**config.mk**
```make
export PLATFORM = sky130hd
export DESIGN_NAME = rv_multicycle_ctrl
export DESIGN_NICKNAME = d
export VERILOG_FILES = /design/src/rtl/rv_ctrl_pkg.sv /design/src/rtl/rv_multicycle_ctrl_alu_dec.sv /design/src/rtl/rv_multicycle_ctrl.sv
export SDC_FILE = /design/constraint.sdc
export NUM_CORES = 1
export LEC_CHECK = 0
export BUFFER_PORTS_ARGS = -buffer_cell sky130_fd_sc_hd__buf_2
export CAP_MARGIN = 15
export CORE_ASPECT_RATIO = 0.75
export CORE_MARGIN = 1.5
export CORE_UTILIZATION = 53
export CTS_BUF_LIST = sky130_fd_sc_hd__clkbuf_8
export CTS_CLUSTER_SIZE = 30
export DETAILED_ROUTE_END_ITERATION = 7
export GPL_ROUTABILITY_DRIVEN = 0
export PLACE_DENSITY = 0.9
export SYNTH_ARGS = -nofsm -noshare
export SYNTH_HDL_FRONTEND = slang
export SYNTH_SLANG_ARGS = --single-unit
```
**constraint.sdc**
```tcl
create_clock -name CLK -period 2.95 [get_ports CLK]
set_clock_uncertainty 0.2 [all_clocks]
set_input_delay 0.295 -clock CLK [delete_from_list [all_inputs] [get_ports CLK]]
set_output_delay 0.295 -clock CLK [all_outputs]
set_load 0.02 [all_outputs]
```
**src/rtl/rv_ctrl_pkg.sv**
```systemverilog
// Shared encodings for the multicycle RV32I control slice.
// Holds immediate-extender selects, base opcodes, ALU control codes,
// the ALU-decoder operation class and the controller state enum.
package rv_ctrl_pkg;

  // ImmSrc encodings, shared with the immediate extender
  localparam logic [2:0] IMM_R = 3'b000;
  localparam logic [2:0] IMM_I = 3'b001;
  localparam logic [2:0] IMM_S = 3'b010;
  localparam logic [2:0] IMM_B = 3'b011;
  localparam logic [2:0] IMM_U = 3'b100;
  localparam logic [2:0] IMM_J = 3'b101;

  // RV32I base opcodes (Instr[6:0])
  localparam logic [6:0] OP_LOAD   = 7'b0000011;
  localparam logic [6:0] OP_STORE  = 7'b0100011;
  localparam logic [6:0] OP_R      = 7'b0110011;
  localparam logic [6:0] OP_I      = 7'b0010011;
  localparam logic [6:0] OP_BRANCH = 7'b1100011;
  localparam logic [6:0] OP_JAL    = 7'b1101111;
  localparam logic [6:0] OP_JALR   = 7'b1100111;
  localparam logic [6:0] OP_LUI    = 7'b0110111;
  localparam logic [6:0] OP_AUIPC  = 7'b0010111;

  typedef enum logic [3:0] {
    ALU_ADD  = 4'b0000,
    ALU_SUB  = 4'b0001,
    ALU_AND  = 4'b0010,
    ALU_OR   = 4'b0011,
    ALU_XOR  = 4'b0100,
    ALU_SLL  = 4'b0101,
    ALU_SRL  = 4'b0110,
    ALU_SRA  = 4'b0111,
    ALU_SLT  = 4'b1000,
    ALU_SLTU = 4'b1001
  } alu_ctrl_e;

  // Operation class handed to the ALU decoder
  typedef enum logic [1:0] {
    ALUOP_ADD,
    ALUOP_SUB,
    ALUOP_R,
    ALUOP_I
  } alu_op_e;

  typedef enum logic [3:0] {
    S_FETCH,
    S_DECODE,
    S_MEMADR,
    S_MEMREAD,
    S_MEMWB,
    S_MEMWRITE,
    S_EXECR,
    S_EXECI,
    S_ALUWB,
    S_BRANCH,
    S_JAL,
    S_JALR,
    S_JALWB,
    S_LUI,
    S_AUIPC,
    S_FAULT
  } state_e;

endpackage

```
**src/rtl/rv_multicycle_ctrl_alu_dec.sv**
```systemverilog
// ALU decoder: maps operation class plus Funct3/Funct7b5 to ALUControl.
// Ports:
//   alu_op    in  operation class (forced ADD, forced SUB, R-type, I-type)
//   funct3    in  Instr[14:12]
//   funct7b5  in  Instr[30]
//   alu_ctrl  out ALU control code
module rv_alu_dec
  import rv_ctrl_pkg::*;
(
  input  alu_op_e     alu_op,
  input  logic [2:0]  funct3,
  input  logic        funct7b5,
  output alu_ctrl_e   alu_ctrl
);

  always_comb begin
    alu_ctrl = ALU_ADD;
    case (alu_op)
      ALUOP_ADD: alu_ctrl = ALU_ADD;
      ALUOP_SUB: alu_ctrl = ALU_SUB;
      default: begin
        case (funct3)
          // Instr[30] selects SUB only for register-register ops; for ADDI it is immediate data
          3'b000:  alu_ctrl = (alu_op == ALUOP_R && funct7b5) ? ALU_SUB : ALU_ADD;
          3'b001:  alu_ctrl = ALU_SLL;
          3'b010:  alu_ctrl = ALU_SLT;
          3'b011:  alu_ctrl = ALU_SLTU;
          3'b100:  alu_ctrl = ALU_XOR;
          3'b101:  alu_ctrl = funct7b5 ? ALU_SRA : ALU_SRL;
          3'b110:  alu_ctrl = ALU_OR;
          default: alu_ctrl = ALU_AND;
        endcase
      end
    endcase
  end

endmodule

```
**src/rtl/rv_multicycle_ctrl.sv**
```systemverilog
// Multicycle RV32I control FSM sequencing a shared PC/IR/ALU/regfile/memory
// datapath. Memory uses a req/ready handshake guarded by a wait watchdog.
// Ports:
//   CLK, Reset                      clock (rising), async active-high reset
//   Opcode, Funct3, Funct7b5        instruction fields from the IR
//   Zero, Lt, LtU                   ALU compare flags for branches
//   MemReady                        memory completes the current request
//   MemReq, MemWrite, AdrSrc        memory port control
//   IRWrite, PCWrite, RegWrite      architectural write enables
//   ResultSrc, ALUSrcA, ALUSrcB     datapath mux selects
//   ImmSrc, ALUControl              immediate format and ALU operation
//   Fault                           sticky illegal-opcode / memory-timeout flag
module rv_multicycle_ctrl
  import rv_ctrl_pkg::*;
#(
  parameter int unsigned MEM_TIMEOUT = 16,
  parameter int unsigned CNT_W       = 5
) (
  input  logic       CLK,
  input  logic       Reset,
  input  logic [6:0] Opcode,
  input  logic [2:0] Funct3,
  input  logic       Funct7b5,
  input  logic       Zero,
  input  logic       Lt,
  input  logic       LtU,
  input  logic       MemReady,
  output logic       MemReq,
  output logic       MemWrite,
  output logic       AdrSrc,
  output logic       IRWrite,
  output logic       PCWrite,
  output logic       RegWrite,
  output logic [1:0] ResultSrc,
  output logic [1:0] ALUSrcA,
  output logic [1:0] ALUSrcB,
  output logic [2:0] ImmSrc,
  output logic [3:0] ALUControl,
  output logic       Fault
);

  state_e           state_q, state_d;
  logic [CNT_W-1:0] cnt_q, cnt_d;
  logic             timeout;
  logic             mem_wait;
  logic             taken;
  alu_op_e          alu_op;
  alu_ctrl_e        alu_ctrl;

  assign timeout  = (cnt_q == CNT_W'(MEM_TIMEOUT));
  assign mem_wait = (state_q == S_FETCH) || (state_q == S_MEMREAD) || (state_q == S_MEMWRITE);

  always_ff @(posedge CLK or posedge Reset) begin
    if (Reset) begin
      state_q <= S_FETCH;
      cnt_q   <= '0;
    end else begin
      state_q <= state_d;
      cnt_q   <= cnt_d;
    end
  end

  always_comb begin
    case (Funct3)
      3'b000:  taken = Zero;
      3'b001:  taken = !Zero;
      3'b100:  taken = Lt;
      3'b101:  taken = !Lt;
      3'b110:  taken = LtU;
      3'b111:  taken = !LtU;
      default: taken = 1'b0;
    endcase
  end

  // Next state and wait counter
  always_comb begin
    state_d = state_q;
    case (state_q)
      S_FETCH: begin
        if (MemReady)     state_d = S_DECODE;
        else if (timeout) state_d = S_FAULT;
      end
      S_DECODE: begin
        case (Opcode)
          OP_LOAD, OP_STORE: state_d = S_MEMADR;
          OP_R:              state_d = S_EXECR;
          OP_I:              state_d = S_EXECI;
          OP_BRANCH:         state_d = S_BRANCH;
          OP_JAL:            state_d = S_JAL;
          OP_JALR:           state_d = S_JALR;
          OP_LUI:            state_d = S_LUI;
          OP_AUIPC:          state_d = S_AUIPC;
          default:           state_d = S_FAULT;
        endcase
      end
      S_MEMADR: state_d = (Opcode == OP_STORE) ? S_MEMWRITE : S_MEMREAD;
      S_MEMREAD: begin
        if (MemReady)     state_d = S_MEMWB;
        else if (timeout) state_d = S_FAULT;
      end
      S_MEMWRITE: begin
        if (MemReady)     state_d = S_FETCH;
        else if (timeout) state_d = S_FAULT;
      end
      S_MEMWB, S_ALUWB, S_BRANCH, S_JALWB:  state_d = S_FETCH;
      S_EXECR, S_EXECI, S_JAL, S_LUI, S_AUIPC: state_d = S_ALUWB;
      S_JALR:  state_d = S_JALWB;
      S_FAULT: state_d = S_FAULT;
      default: state_d = S_FAULT;
    endcase

    // Counter saturates at MEM_TIMEOUT so a late MemReady on that cycle still completes
    cnt_d = cnt_q;
    if (state_d != state_q)                 cnt_d = '0;
    else if (mem_wait && !MemReady && !timeout) cnt_d = cnt_q + CNT_W'(1);
  end

  // Datapath controls; all forced to defaults while Reset is high so an
  // in-flight request drops asynchronously without enabling any write
  always_comb begin
    MemReq    = 1'b0;
    MemWrite  = 1'b0;
    AdrSrc    = 1'b0;
    IRWrite   = 1'b0;
    PCWrite   = 1'b0;
    RegWrite  = 1'b0;
    ResultSrc = 2'b00;
    ALUSrcA   = 2'b00;
    ALUSrcB   = 2'b00;
    ImmSrc    = IMM_R;
    alu_op    = ALUOP_ADD;
    Fault     = 1'b0;
    if (!Reset) begin
      case (state_q)
        S_FETCH: begin
          MemReq    = 1'b1;
          ALUSrcB   = 2'b10;
          ResultSrc = 2'b10;
          IRWrite   = MemReady;
          PCWrite   = MemReady;
        end
        S_DECODE: begin
          ALUSrcA = 2'b01;
          ALUSrcB = 2'b01;
          ImmSrc  = IMM_B;
        end
        S_MEMADR: begin
          ALUSrcA = 2'b10;
          ALUSrcB = 2'b01;
          ImmSrc  = (Opcode == OP_STORE) ? IMM_S : IMM_I;
        end
        S_MEMREAD: begin
          MemReq = 1'b1;
          AdrSrc = 1'b1;
        end
        S_MEMWB: begin
          ResultSrc = 2'b01;
          RegWrite  = 1'b1;
        end
        S_MEMWRITE: begin
          MemReq   = 1'b1;
          MemWrite = 1'b1;
          AdrSrc   = 1'b1;
        end
        S_EXECR: begin
          ALUSrcA = 2'b10;
          alu_op  = ALUOP_R;
        end
        S_EXECI: begin
          ALUSrcA = 2'b10;
          ALUSrcB = 2'b01;
          ImmSrc  = IMM_I;
          alu_op  = ALUOP_I;
        end
        S_ALUWB: RegWrite = 1'b1;
        S_BRANCH: begin
          ALUSrcA = 2'b10;
          alu_op  = ALUOP_SUB;
          PCWrite = taken;
        end
        S_JAL: begin
          ALUSrcA = 2'b01;
          ALUSrcB = 2'b10;
          ImmSrc  = IMM_J;
          PCWrite = 1'b1;
        end
        S_JALR: begin
          ALUSrcA   = 2'b10;
          ALUSrcB   = 2'b01;
          ImmSrc    = IMM_I;
          ResultSrc = 2'b10;
          PCWrite   = 1'b1;
        end
        S_JALWB: begin
          ALUSrcA   = 2'b01;
          ALUSrcB   = 2'b10;
          ResultSrc = 2'b10;
          RegWrite  = 1'b1;
        end
        S_LUI: begin
          ALUSrcA = 2'b11;
          ALUSrcB = 2'b01;
          ImmSrc  = IMM_U;
        end
        S_AUIPC: begin
          ALUSrcA = 2'b01;
          ALUSrcB = 2'b01;
          ImmSrc  = IMM_U;
        end
        S_FAULT: Fault = 1'b1;
        default: Fault = 1'b1;
      endcase
    end
  end

  rv_alu_dec u_alu_dec (
    .alu_op   (alu_op),
    .funct3   (Funct3),
    .funct7b5 (Funct7b5),
    .alu_ctrl (alu_ctrl)
  );

  assign ALUControl = alu_ctrl;

endmodule

```
==> impl_metrics.tcl, run 1 <==
set metrics [dict create \
    status "complete, but fails checks" \
    violations "negative hold slack" \
    drc 0 \
    cts_root_buf "clkbuf_8" \
    port-buffer-count 36 \
    final_layout_size_suffix_gt1_frac 0.246 \
    ir_drop_mv 0.493 \
    maxSlewViolCount 0 \
    num_antenna_cells 0 \
    dr.pass1.iters 4 \
    maxSlewHeadroom 0.609 \
    rsz0062_at_grt "no" \
    synth-seq-cells 9 \
    async_flop_share 1.00 \
    htree_levels 1 \
    grt_pass1_vias 1315 \
    ys_warn_count 0 \
    post-dp-hpwl_um 2750 \
    core_region_area_sq_mm 0.00208 \
    vias 1497 \
    tns_ns 0 \
    clkSinkCount 9 \
    antenna_found_initial 0 \
    grt_usage 0.298 \
    crit_path_max_fanout 16 \
    antenna_left 0 \
    synth_cells 170 \
    min_period_ns 2.81 \
    grt_pass1_wl_um 6010 \
    clk_latency_ns 0.24 \
    r2r_cells 8 \
    area_growth_pct 19.0 \
    syn-cell-area_sq_mm 0.00122 \
    path_class "reg -> out" \
    end_kind "output pin" \
    setup.worst_path.start_class "register" \
    cts_buffers 3 \
    wl_um 3710 \
    synth_flop_cell "dfrtp_1" \
    via_per_inst 6.59 \
    clkTransAtPathRegs_ns 0.05 \
    mostFrequentLayoutCell "buf_2" \
    io-pin-count 37 \
    ctsResizeCount 0 \
    ctsHoldBuffers 0 \
    synth_fp_nets 189 \
    post_cts_buffers 0 \
    report.power.total_mw 1.20 \
    fin_hold_ws_ns -0.00872 \
    grt_max_degree 17 \
    overflow 0 \
    hold_violations 9 \
    layout.nets 223 \
    worst-slew-pin-transition_ns 0.587 \
    post-route-period-util 0.951 \
    p_per_area_mw_per_mm2 826 \
    wl_per_cell_um 16.3 \
    cts_tree "built" \
    drv_cap 0 \
    cp.arrival_ns 2.31 \
    p_leak_nw 0.658 \
    avgSynthCellArea_sq_um 7.18 \
    die_h_um 44.6 \
    setup_violations 0 \
    drtIter0Drc 84 \
    synth_cell_types 53 \
    nFillCells 185 \
    rows 14 \
    yosysSeqAreaShare 0.185 \
    clockBufferDepth 2 \
    start_util 0.585 \
    hold_class "in -> async" \
    die_area_sq_mm 0.00260 \
    max_freq_ghz 0.356 \
    cp.required_ns 2.46 \
    die_w_um 58.4 \
    layout_common_cells "buf_2, nor2_1, nor3_1, a21oi_1, o21ai_0" \
    synth_edf_count 0 \
]
[flip-flops by register name (all words and copies together) (netlist names)]
| register | cells |
|---|---|
| state_q | 4 |
| cnt_q | 5 |
[routing by layer]
| layer | track usage | vias to the layer above | wire length, um |
|---|---|---|---|
| met5 | 0 | - | 0 |
| met3 | 0.0351 | 7 | 342 |
| li1 | - | 706 | - |
| met1 | 0.391 | 691 | 1500 |
| met4 | 0.0558 | 0 | 38 |
| met2 | 0.533 | 93 | 1830 |
[power by group]
part           total [mW]  internal [mW]  switching (mW)
Combinational       0.802          0.289           0.513
Sequential          0.251          0.150           0.101
Clock               0.145         0.0911          0.0541
Total                1.20          0.531           0.668
[cell usage after synthesis (2+ instances only)]
| library cell | n | area, sq um |
|---|---|---|
| nand3_1 | 3 | 15.0 |
| buf_4 | 2 | 15.0 |
| ha_1 | 2 | 25.0 |
| o31a_1 | 2 | 17.5 |
| o31ai_1 | 2 | 15.0 |
| a211oi_1 | 2 | 15.0 |
| inv_1 | 9 | 33.8 |
| nand2b_1 | 5 | 31.3 |
| and4_1 | 2 | 17.5 |
| buf_2 | 4 | 20.0 |
| o22ai_1 | 2 | 12.5 |
| a22oi_1 | 2 | 15.0 |
| nor2b_1 | 2 | 12.5 |
| nand2_1 | 9 | 33.8 |
| nor3b_1 | 5 | 37.5 |
| nor2_1 | 16 | 60.1 |
| xor2_1 | 4 | 35.0 |
| or2_1 | 2 | 12.5 |
| nor4_1 | 10 | 62.6 |
| nor3_1 | 12 | 60.1 |
| o21ai_0 | 11 | 55.1 |
| a21oi_1 | 12 | 60.1 |
| nand4_1 | 3 | 18.8 |
| xnor2_1 | 4 | 35.0 |
| mux2i_1 | 3 | 30.0 |
| or3_1 | 2 | 12.5 |
| dfrtp_1 | 9 | 225 |
| clkbuf_1 | 4 | 15.0 |
[worst max-delay path, cell delays in order (launching register included)]
cell and delay [ns]:
dfrtp_1 0.71, nand2b_1 0.26, or3_1 0.44, a2111oi_0 0.42, a21oi_1 0.07, buf_2 0.17
[cell families (layout without fill, tap and decap cells)]
logic type	Yosys count	after routing	synth area share
flops	9	9	0.185
fa+ha+maj	2	2	0.0205
mux	3	3	0.0246
xor+xnor	8	8	0.0574
compound gates	47	47	0.254
simple gates	80	80	0.384
buf+inv	21	54	0.0749
[worst paths after layout]
kind	start	end	slack, ns
min in group CLK	MemReady	state_q[2]	0.29
max in group asynchronous	Reset	cnt_q[1]	2.24
worst max register to register	cnt_q[0]	cnt_q[2]	0.51
worst max-delay path	state_q[2]	ALUControl[0]	0.14
worst min-delay path	Reset	state_q[2]	-0.009
worst min register to register	cnt_q[0]	cnt_q[0]	0.43
[per-stage QoR]
stage	utilization	area [sq um]	cells	setup WS, ns
finish	0.696	1450	227	0.144
CTS	0.696	1450	227	0.198
floorplan	-	1220	170	0.774
global placement	0.675	1410	223	0.599
detailed placement	0.675	1410	223	0.451
global route	0.696	1450	227	0.0379
[layout make-up]
cell class | count | area, sq um | area share
well taps | 24 | 30.0 | 0.0207
repair buffers | 40 | 210 | 0.145
clock buffers | 3 | 41.3 | 0.0284
clock inverters | 1 | 3.75 | 0.00259
multi-input cells | 140 | 903 | 0.622
inverters | 10 | 37.5 | 0.0259
flip-flops and latches | 9 | 225 | 0.155
(Power assumes the default switching activity.)
==> run 2: changes to the inputs <==
--- a/config.mk
+++ b/config.mk
@@ -8,13 +8,14 @@
 export BUFFER_PORTS_ARGS = -buffer_cell sky130_fd_sc_hd__buf_2
 export CAP_MARGIN = 15
 export CORE_ASPECT_RATIO = 0.75
-export CORE_MARGIN = 1.5
+export CORE_MARGIN = 4
 export CORE_UTILIZATION = 53
 export CTS_BUF_LIST = sky130_fd_sc_hd__clkbuf_8
 export CTS_CLUSTER_SIZE = 30
 export DETAILED_ROUTE_END_ITERATION = 7
-export GPL_ROUTABILITY_DRIVEN = 0
+export GPL_ROUTABILITY_DRIVEN = 1
 export PLACE_DENSITY = 0.9
+export REMOVE_ABC_BUFFERS = 1
 export SYNTH_ARGS = -nofsm -noshare
 export SYNTH_HDL_FRONTEND = slang
 export SYNTH_SLANG_ARGS = --single-unit
==> impl_metrics.tcl, run 2 (synthesized netlist as in run 1, its figures left out) <==
set metrics [dict create \
    r2r_setup_slack_ns 0.52 \
    hold_class "in -> reg" \
    largest_reg_flops 5 \
    drv_cap 0 \
    overflow 0 \
    die_w_um 63.4 \
    p_leak_nw 0.673 \
    clkTransAtPathRegs_ns 0.05 \
    maxSlewHeadroom 0.637 \
    status "completed" \
    cts_buffers 3 \
    port-buffer-count 36 \
    regMostFlops "cnt_q" \
    worst-slew-pin-transition_ns 0.537 \
    num_antenna_cells 0 \
    internal_power_mw 0.545 \
    grt_pass1_vias 1414 \
    nFillCells 171 \
    grt_usage 0.239 \
    end_kind "output pin" \
    htree_levels 1 \
    ctsResizeCount 0 \
    max_freq_ghz 0.370 \
    multi_input_area_sq_um 903 \
    wl_per_cell_um 16.9 \
    worstHoldStart "MemReady" \
    crit_path_max_fanout 13 \
    antenna_found_initial 0 \
    start_util 0.580 \
    setup.worst_path.start_class "register" \
    cp.required_ns 2.46 \
    wl_met1_um 1490 \
    gp_congestion 0.962 \
    cp.arrival_ns 2.21 \
    setup_violations 0 \
    dr.pass1.iters 5 \
    clk_latency_ns 0.23 \
    worstReg2RegStart "cnt_q[0]" \
    die_area_sq_mm 0.00314 \
    grt_max_degree 17 \
    top_layer "met4" \
    die_h_um 49.6 \
    seq_power_share 0.170 \
    clockBufferDepth 2 \
    crit_chain "inv_1, or3_1, a2111oi_0, a21oi_1, buf_2" \
    post-dp-hpwl_um 2910 \
    wl_met3_um 493 \
    layout_common_cells "buf_2, nor2_1, nor3_1, a21oi_1, o21ai_0" \
    p_sw_mw 0.688 \
    clkSinkCount 9 \
    wl_met2_um 1780 \
    cts_tree "built" \
    mostFrequentLayoutCell "buf_2" \
    final_layout_size_suffix_gt1_frac 0.252 \
    via_per_inst 6.63 \
    cts_root_buf "clkbuf_8" \
    maxSlewViolCount 0 \
    grt_pass1_wl_um 6160 \
    drc 0 \
    min_period_ns 2.70 \
    slowest_delay_ns 0.58 \
    tns_ns 0 \
    reg_top3 "cnt_q: 5 flops, state_q: 4 flops" \
    worstReg2RegEnd "cnt_q[2]" \
    io-pin-count 37 \
    rows 14 \
    cp_slowest_cell "dfrtp_1" \
    core_region_area_sq_mm 0.00210 \
    rsz0062_at_grt "no" \
    utilization 0.702 \
    layout.nets 226 \
    hold_violations 0 \
    whs_path_depth 4 \
    crit_family "flip-flops" \
    clkPwrFrac 0.114 \
    r2r_cells 6 \
    area_growth_pct 21.0 \
    final-seq-area_sq_um 225 \
    antenna_left 0 \
    post-route-period-util 0.917 \
    drtIter0Drc 195 \
    crit_buf_inv 2 \
    vias 1525 \
    p_per_area_mw_per_mm2 836 \
    path_class "reg -> out" \
    ir_drop_mv 0.405 \
    swShare 0.558 \
    wl_um 3880 \
    comb_power_share 0.716 \
    hold_path_end "state_q[2]" \
]
## run 2: cell types whose count changed in the layout (fill, tap and decap cells not counted), sizes merged
cell,change
buf,+2
dlygate4sd3,+1
## run 2: timing repair
item                                   in CTS  in global routing
setup buffers                               0                  0
endpoints found under the hold margin       9                  0
hold buffers                                1                  0
## run 2: routing by layer
metal / vias to the layer above / global-route usage
met2: 128 / 0.383
li1: 709 / -
met3: 22 / 0.0409
met4: 0 / 0.104
met5: - / 0
met1: 666 / 0.315
## run 2: worst max path at each step
| stage | cells after the start | endpoint | from | slack (ns) |
|---|---|---|---|---|
| detailed placement | 8 | ALUControl[0] | Reset | 0.52 |
| finish | 5 | ALUControl[0] | state_q[1] | 0.25 |
| global placement | 8 | ALUControl[0] | Reset | 0.63 |
| floorplan | 3 | ALUControl[3] | state_q[2] | 0.61 |
| CTS | 5 | ALUControl[0] | state_q[1] | 0.32 |
| global route | 5 | ALUControl[0] | state_q[1] | 0.17 |
## run 2: power by group through the flow
stage / logic, mW / registers [mW] / clock network [mW]
2_1_floorplan: 0.516 / 0.251 / 0
3_3_place_gp: 0.817 / 0.203 / 0
3_5_place_dp: 0.840 / 0.207 / 0
4_1_cts: 0.848 / 0.206 / 0.140
5_1_grt: 0.940 / 0.215 / 0.149
6_report: 0.884 / 0.209 / 0.141
## run 2: stage by stage
step / worst slack (ns) / power, mW / instances / area, sq um / hold slack (ns)
2_1_floorplan: 0.612 / 0.766 / 159 / 1170 / -0.0503
4_1_cts: 0.316 / 1.19 / 230 / 1480 / 0.344
3_5_place_dp: 0.519 / 1.05 / 225 / 1420 / 0.238
5_1_grt: 0.170 / 1.30 / 230 / 1480 / 0.375
6_report: 0.245 / 1.23 / 230 / 1480 / 0.397
3_3_place_gp: 0.626 / 1.02 / 225 / 1420 / 0.229
## run 2: area by class of cell
class	count	share of cell area
sequential	9	0.153
clock inverter	1	0.00254
tap	24	0.0203
multi-input combinational	140	0.612
timing repair buffer	43	0.159
inverter	10	0.0254
clock buffer	3	0.0280
## run 2: worst min-delay path: cells and delay by family
family / cells / cell delay [ns]
compound gates: 1 / 0.14
buf+inv: 1 / 0.14
simple gates: 2 / 0.18
==> run 3: changes to the inputs <==
--- a/config.mk
+++ b/config.mk
@@ -14,6 +14,7 @@
 export CTS_CLUSTER_SIZE = 30
 export DETAILED_ROUTE_END_ITERATION = 7
 export GPL_ROUTABILITY_DRIVEN = 1
+export MAX_ROUTING_LAYER = met4
 export PLACE_DENSITY = 0.9
 export REMOVE_ABC_BUFFERS = 1
 export SYNTH_ARGS = -nofsm -noshare
==> impl_metrics.tcl, run 3 (synthesized netlist as in run 1, its figures left out) <==
set metrics [dict create \
    hold_class "in -> reg" \
    maxSlewHeadroom 0.653 \
    whs_path_depth 4 \
    dr.pass1.iters 5 \
    p_per_area_mw_per_mm2 816 \
    regMostFlops "cnt_q" \
    clk_latency_ns 0.23 \
    die_h_um 49.6 \
    path_class "reg -> out" \
    post-dp-hpwl_um 2840 \
    setup.worst_path.start_class "register" \
    max_freq_ghz 0.367 \
    grt_pass1_wl_um 6040 \
    die_area_sq_mm 0.00314 \
    wl_per_cell_um 15.8 \
    cp.required_ns 2.46 \
    post-route-period-util 0.924 \
    nFillCells 180 \
    cts_buffers 3 \
    die_w_um 63.4 \
    num_antenna_cells 0 \
    overflow 0 \
    internal_power_mw 0.539 \
    drv_cap 0 \
    antenna_left 0 \
    worst-slew-pin-transition_ns 0.514 \
    clockBufferDepth 2 \
    swShare 0.554 \
    maxSlewViolCount 0 \
    layout_setup_ws_ns 0.223 \
    tns_ns 0 \
    cts_root_buf "clkbuf_8" \
    area_growth_pct 21.3 \
    wl_um 3630 \
    clkTransAtPathRegs_ns 0.04 \
    largest_reg_flops 5 \
    start_util 0.580 \
    drc 0 \
    antenna_found_initial 0 \
    cp_slowest_cell "dfrtp_1" \
    drtIter0Drc 166 \
    port-buffer-count 36 \
    gp_congestion 0.980 \
    cp.arrival_ns 2.23 \
    crit_family "simple AND/OR/NAND/NOR gates" \
    hold_violations 0 \
    end_kind "output pin" \
    p_sw_mw 0.668 \
    rsz0062_at_grt "no" \
    grt_usage 0.237 \
    pre_cts_ws_ns 0.524 \
    min_period_ns 2.73 \
    status "completed" \
    layout.nets 226 \
    clkPwrFrac 0.115 \
    htree_levels 1 \
    clkSinkCount 9 \
    mostFrequentLayoutCell "buf_2" \
    reg_top3 "cnt_q: 5 flops, state_q: 4 flops" \
    grt_max_degree 16 \
    slowest_delay_ns 0.64 \
    seq_power_share 0.200 \
    cts_tree "built" \
    r2r_cells 7 \
    io-pin-count 37 \
    core_region_area_sq_mm 0.00210 \
    p_leak_nw 0.667 \
    setup_violations 0 \
    comb_power_share 0.685 \
    crit_chain "nand2b_1, or3_1, a2111oi_0, a21oi_1, buf_2" \
    layout_common_cells "buf_2, nor2_1, nor3_1, a21oi_1, o21ai_0" \
    crit_buf_inv 1 \
    grt_pass1_vias 1372 \
    ir_drop_mv 0.434 \
    cp.depth 5 \
    vias 1506 \
    rows 14 \
    final_layout_size_suffix_gt1_frac 0.257 \
    crit_path_max_fanout 14 \
    via_per_inst 6.55 \
]
[run 3: area by class of cell]
cell class / instances / area [sq um] / area share
Multi-Input combinational cell: 140 / 903 / 0.610
Timing Repair Buffer: 43 / 235 / 0.159
Sequential cell: 9 / 225 / 0.152
Clock buffer: 3 / 41.3 / 0.0279
Inverter: 10 / 41.3 / 0.0279
Tap cell: 24 / 30.0 / 0.0203
Clock inverter: 1 / 3.75 / 0.00254
[run 3: path summary, 6_finish.rpt]
check                                 from  slack (ns)       endpoint
worst min register to register    cnt_q[0]        0.44       cnt_q[0]
min in group asynchronous            Reset        0.57     state_q[1]
max in group asynchronous            Reset        1.84       cnt_q[4]
worst max register to register  state_q[2]        0.46       cnt_q[1]
worst max-delay path            state_q[2]        0.22  ALUControl[0]
worst min-delay path              MemReady        0.35     state_q[2]
[run 3: metrics by stage]
stage | instance area [sq um] | hold slack, ns | cells | power [mW] | util
after floorplan | 1170 | -0.0503 | 159 | 0.766 | -
after global placement | 1410 | 0.231 | 224 | 1.00 | 0.673
after detailed placement | 1410 | 0.233 | 224 | 1.03 | 0.673
after CTS | 1470 | 0.327 | 229 | 1.18 | 0.699
after global routing | 1480 | 0.382 | 230 | 1.29 | 0.704
final | 1480 | 0.354 | 230 | 1.21 | 0.704
[run 3: what timing repair did]
item	in CTS	in global routing
hold buffers	1	0
endpoints found under the setup margin	0	1
setup buffers	0	1
gates resized for setup	0	1
hold endpoints to repair	9	0
[run 3: power by group through the flow]
stage / combinational, mW / sequential, mW / clock (mW)
global route: 0.892 / 0.246 / 0.151
finish: 0.827 / 0.242 / 0.139
CTS: 0.799 / 0.236 / 0.141
floorplan: 0.516 / 0.251 / 0
detailed placement: 0.795 / 0.237 / 0
global placement: 0.773 / 0.232 / 0
[run 3: layer usage]
layer  up-vias  wire length [um]  GRT usage
met2       103              1630      0.366
met4         0                51     0.0717
met5         -                 0          -
li1        708                 -          -
met3         8               426     0.0455
met1       687              1520      0.316
[run 3: tightest hold or removal path, stage by stage]
cell and delay [ns]:
buf_2 0.15, nor2_1 0.08, nand2_1 0.10, o21ai_0 0.10
